[config.mk]
export PLATFORM = sky130hd
export DESIGN_NAME = tt_lut
export DESIGN_NICKNAME = d
export VERILOG_FILES = /design/src/rtl/tt_lut_pkg.sv /design/src/rtl/tt_cfg_loader.sv /design/src/rtl/tt_lut.sv
export SDC_FILE = /design/constraint.sdc
export NUM_CORES = 1
export LEC_CHECK = 0
export CORE_MARGIN = 2
export CORE_UTILIZATION = 41
export DETAILED_ROUTE_END_ITERATION = 7
export GPL_ROUTABILITY_DRIVEN = 0
export PLACE_DENSITY = 0.66
export SLEW_MARGIN = 25
export SYNTH_ARGS = -nofsm -noshare
export SYNTH_HDL_FRONTEND = slang
export SYNTH_HIERARCHICAL = 1
export SYNTH_SLANG_ARGS = --single-unit
[constraint.sdc]
create_clock -name clk -period 3.16 [get_ports clk]
set_input_delay 0.316 -clock clk [delete_from_list [all_inputs] [get_ports clk]]
set_output_delay 0.316 -clock clk [all_outputs]
set_load 0.01 [all_outputs]
[src/rtl/tt_lut_pkg.sv]
// Shared types and helpers for the reprogrammable truth-table gate.
package tt_lut_pkg;

  // Loader sequencing: wait for a start, shift in W bits, then commit.
  typedef enum logic [1:0] {
    IDLE   = 2'd0,
    LOAD   = 2'd1,
    COMMIT = 2'd2
  } ld_state_e;

  // Widest table supported (N_IN up to 6).
  localparam int unsigned MAX_W = 64;

  // Hex-name convention: MSB of the table is row 0, LSB is row W-1.
  function automatic logic row_sel(input logic [MAX_W-1:0] tbl,
                                   input int unsigned      w,
                                   input int unsigned      v);
    logic [5:0] idx;
    idx = 6'(w - 1 - v);
    return tbl[idx];
  endfunction

endpackage

[src/rtl/tt_cfg_loader.sv]
// Serial truth-table loader: FSM, bit counter and shadow shift register.
// The shadow is only handed to the top level via a one-cycle commit strobe.
module tt_cfg_loader
  import tt_lut_pkg::*;
#(
  parameter int N_IN = 3
) (
  input  logic                 clk,
  input  logic                 rst,
  input  logic                 cfg_start,
  input  logic                 cfg_valid,
  input  logic                 cfg_bit,
  output logic                 cfg_ready,
  output logic                 commit,
  output logic [2**N_IN-1:0]   shadow
);

  localparam int W = 2**N_IN;
  // Counter value of the W-th (final) transfer; W-1 is all ones.
  localparam logic [N_IN-1:0] CNT_LAST = {N_IN{1'b1}};

  ld_state_e         state_q, state_d;
  logic [N_IN-1:0]   cnt_q, cnt_d;
  logic [W-1:0]      shadow_q, shadow_d;

  assign shadow = shadow_q;

  // Next-state, shift and handshake outputs for the load sequence.
  always_comb begin
    state_d   = state_q;
    cnt_d     = cnt_q;
    shadow_d  = shadow_q;
    cfg_ready = 1'b0;
    commit    = 1'b0;
    case (state_q)
      IDLE: begin
        if (cfg_start) begin
          state_d = LOAD;
          cnt_d   = '0;
        end
      end
      LOAD: begin
        cfg_ready = 1'b1;
        if (cfg_valid) begin
          shadow_d = {shadow_q[W-2:0], cfg_bit};
          if (cnt_q == CNT_LAST) begin
            state_d = COMMIT;
          end else begin
            cnt_d = cnt_q + 1'b1;
          end
        end
      end
      COMMIT: begin
        commit  = 1'b1;
        state_d = IDLE;
      end
      default: state_d = IDLE;
    endcase
  end

  // Loader state registers.
  always_ff @(posedge clk or posedge rst) begin
    if (rst) begin
      state_q  <= IDLE;
      cnt_q    <= '0;
      shadow_q <= '0;
    end else begin
      state_q  <= state_d;
      cnt_q    <= cnt_d;
      shadow_q <= shadow_d;
    end
  end

endmodule

[src/rtl/tt_lut.sv]
// Runtime-reprogrammable N_IN-input truth-table gate with registered output.
// The active table is replaced atomically when the loader commits, so a
// partially loaded table never reaches the evaluation path.
module tt_lut
  import tt_lut_pkg::*;
#(
  parameter int                 N_IN     = 3,
  parameter logic [2**N_IN-1:0] TT_RESET = 8'h85
) (
  input  logic                 clk,
  input  logic                 rst,
  input  logic                 in_valid,
  input  logic [N_IN-1:0]      in_data,
  output logic                 out_valid,
  output logic                 out,
  input  logic                 cfg_start,
  input  logic                 cfg_valid,
  input  logic                 cfg_bit,
  output logic                 cfg_ready,
  output logic                 cfg_done,
  output logic [2**N_IN-1:0]   tt_active
);

  localparam int W = 2**N_IN;

  logic [W-1:0] shadow;
  logic         commit;

  logic [W-1:0] tt_active_q, tt_active_d;
  logic         out_q, out_d;
  logic         out_valid_q, out_valid_d;
  logic         cfg_done_q, cfg_done_d;

  tt_cfg_loader #(
    .N_IN (N_IN)
  ) u_loader (
    .clk       (clk),
    .rst       (rst),
    .cfg_start (cfg_start),
    .cfg_valid (cfg_valid),
    .cfg_bit   (cfg_bit),
    .cfg_ready (cfg_ready),
    .commit    (commit),
    .shadow    (shadow)
  );

  assign out       = out_q;
  assign out_valid = out_valid_q;
  assign cfg_done  = cfg_done_q;
  assign tt_active = tt_active_q;

  // Evaluate against the table as it stands before this edge; commit swaps
  // the table in on the same edge, so a COMMIT-cycle request sees the old one.
  always_comb begin
    out_d       = out_q;
    out_valid_d = in_valid;
    tt_active_d = tt_active_q;
    cfg_done_d  = commit;
    if (in_valid) begin
      out_d = row_sel(MAX_W'(tt_active_q), W, 32'(in_data));
    end
    if (commit) begin
      tt_active_d = shadow;
    end
  end

  // Active table, evaluation result and done-pulse registers.
  always_ff @(posedge clk or posedge rst) begin
    if (rst) begin
      tt_active_q <= TT_RESET;
      out_q       <= 1'b0;
      out_valid_q <= 1'b0;
      cfg_done_q  <= 1'b0;
    end else begin
      tt_active_q <= tt_active_d;
      out_q       <= out_d;
      out_valid_q <= out_valid_d;
      cfg_done_q  <= cfg_done_d;
    end
  end

endmodule
==> impl_metrics.env <==
export IMPL_htreeDepth=1
export IMPL_cts_tree="done"
export IMPL_clock_sinks=24
export IMPL_drt_iter0_markers=8
export IMPL_relSlewSlack_pct=67.2
export IMPL_worstPathArrival_ns=1.52
export IMPL_ctsResizeCount=0
export IMPL_grt_max_degree=14
export IMPL_dpl_cell_count=113
export IMPL_ys_seq_area_share_pct=59.5
export IMPL_grt_pass1_wl_um=2540
export IMPL_fin_util_pct=52.5
export IMPL_synth_area_leaders="dfrtp_1 (52%), mux2_2 (12%), dfstp_2 (7.8%)"
export IMPL_area_growth_pct=24.5
export IMPL_avgRoutedWirePerCell_um=13.6
export IMPL_std_cell_rows=18
export IMPL_synth_top_area_share_pct=51.7
export IMPL_cts_max_path_buffers=2
export IMPL_track_usage_pct=12.7
export IMPL_fin_setup_tns_ns=0
export IMPL_p_leak_nw=0.576
export IMPL_via_count=585
export IMPL_outcome="finished, final reports clean"
export IMPL_required_ns=2.84
export IMPL_placed_cell_area_um2=1240
export IMPL_start_kind="register"
export IMPL_cts_root_buf="clkbuf_4"
export IMPL_yosys_cell_types_count=19
export IMPL_io_pins=21
export IMPL_fin_cells=117
export IMPL_finalCriticalPeriod_ns=1.84
export IMPL_clk_latency_ns=0.31
export IMPL_n_antenna_cell=0
export IMPL_ir_drop_uv=421
export IMPL_synth_warnings=6
export IMPL_vias_per_cell=5.00
export IMPL_postCtsHoldBufs=0
export IMPL_num_nets_final=99
export IMPL_n_fill_cell=210
export IMPL_ant_nets=0
export IMPL_die_area_um2=2890
export IMPL_hp_class="input port to asynchronous set/reset pin"
export IMPL_slew_viol_final=0
export IMPL_critPathMaxFanout=6
export IMPL_drv_cap=0
export IMPL_routed_wl_um=1590
export IMPL_drc=0
export IMPL_mostFrequentLayoutCell="dfrtp_1"
export IMPL_period_share_pct=58.3
export IMPL_tightestPinTransition_ns=0.491
export IMPL_timing_fmax_ghz=0.543
export IMPL_path_class="register to primary output"
export IMPL_setup_viol=0
export IMPL_netlist_instances=65
export IMPL_synth_seq_cells=24
export IMPL_yosys_area_top_type="dfrtp_1"
export IMPL_die_y_um=53.8
export IMPL_dp_hpwl_um=1230
export IMPL_grt_pass1_vias=571
export IMPL_synthesis_nets=76
export IMPL_drive_gt1_share_pct=27.6
export IMPL_cts_made_buffers=3
export IMPL_worst_setup_path_end_kind="primary output"
export IMPL_syn_cell_area_um2=1020
export IMPL_antenna_found_initial=0
export IMPL_rsz0062_at_grt="false"
export IMPL_power_density_nw_per_um2=796
export IMPL_hold_viol_final=0
export IMPL_core_area_um2=2410
export IMPL_portBuffers=20
export IMPL_overflow=0
export IMPL_start_util_pct=42.2
export IMPL_die_x_um=53.8
export IMPL_clkSlewWorstSetupHoldPaths_ns=0.13
export IMPL_synth_avg_cell_area_um2=15.6
export IMPL_layout_common_cells="dfrtp_1 (21), clkdlybuf4s50_1 (20), mux2_2 (11), mux2_1 (6), mux2i_1 (5)"
export IMPL_design_area_um2=1260
export IMPL_skew_ns=0.00867
export IMPL_cts_setup_buffers=0
export IMPL_drtPass1Iterations=3
-- stage by stage --
stage                     setup WS [ns]  power [W]  hold WS (ns)
after global placement             1.50   0.000874         0.472
after CTS                          1.32    0.00102         0.317
after floorplan                    1.67   0.000731         0.166
final                              1.32    0.00101         0.308
after detailed placement           1.42   0.000887         0.489
after global routing               1.27    0.00108         0.339
-- logic make-up after synthesis --
group / synth area share (%)
fa+ha+maj: 2.46
flops: 59.5
buf+inv: 2.59
simple gates: 6.03
compound gates: 3.45
mux: 26.0
-- power breakdown --
group	total, W	switching, W	internal (W)
sequential	0.000517	0.0000830	0.000434
combinational	0.000355	0.000125	0.000230
clock	0.000134	0.0000850	0.0000492
total	0.00101	0.000293	0.000713
-- path summary, 6_finish.rpt --
kind / startpoint / end / slack [ns] / cells past startpoint
worst max-delay path: u_loader/state_q[0] / cfg_ready / 1.32 / 2
worst min-delay path: rst / cfg_done / 0.31 / 2
worst max register to register: u_loader/cnt_q[0] / u_loader/cnt_q[0] / 1.58 / 5
worst min register to register: u_loader/shadow[7] / tt_active[7] / 0.51 / 1
max in group asynchronous: rst / u_loader/shadow[0] / 2.48 / 2
min in group clk: u_loader/shadow[7] / tt_active[7] / 0.51 / 1
-- registers in the layout (all words and copies together) (netlist names) --
signal / flops
out: 1
out_valid: 1
u_loader/state_q: 2
tt_active: 8
u_loader/shadow: 8
u_loader/cnt_q: 3
cfg_done: 1
-- cells in the mapped netlist --
cell type / count
a21oi_2: 1
a22o_1: 2
a311oi_1: 1
and2b_2: 1
and3_2: 1
and4bb_2: 1
buf_6: 1
clkbuf_1: 1
dfrtp_1: 21
dfstp_2: 3
ha_1: 2
inv_1: 3
mux2_1: 6
mux2_2: 11
mux2i_1: 5
mux4_2: 1
nand2_4: 1
nor2_1: 2
nor2b_4: 1
-- worst max-delay path, stage by stage, from the launching register on --
cell and delay (ns):
dfrtp_1 0.45, nor2b_4 0.22, clkdlybuf4s50_1 0.55
-- metal layers --
metal	track usage, %	share of wire [%]	routed length (um)
met1	15.8	45	716
met2	20.1	48	770
met3	2.50	5.4	85
met4	7.69	0.94	15
met5	0	0	0
-- final cells by class --
cell class | instances | area, um2 | share of cell area (%)
timing repair buffer | 20 | 200 | 15.8
multi-input combinational | 36 | 385 | 30.5
inverter | 3 | 11.3 | 0.890
clock buffer | 4 | 26.3 | 2.08
sequential | 24 | 604 | 47.8
tap | 30 | 37.5 | 2.97
Note: power is estimated with default switching activity, not from simulation.
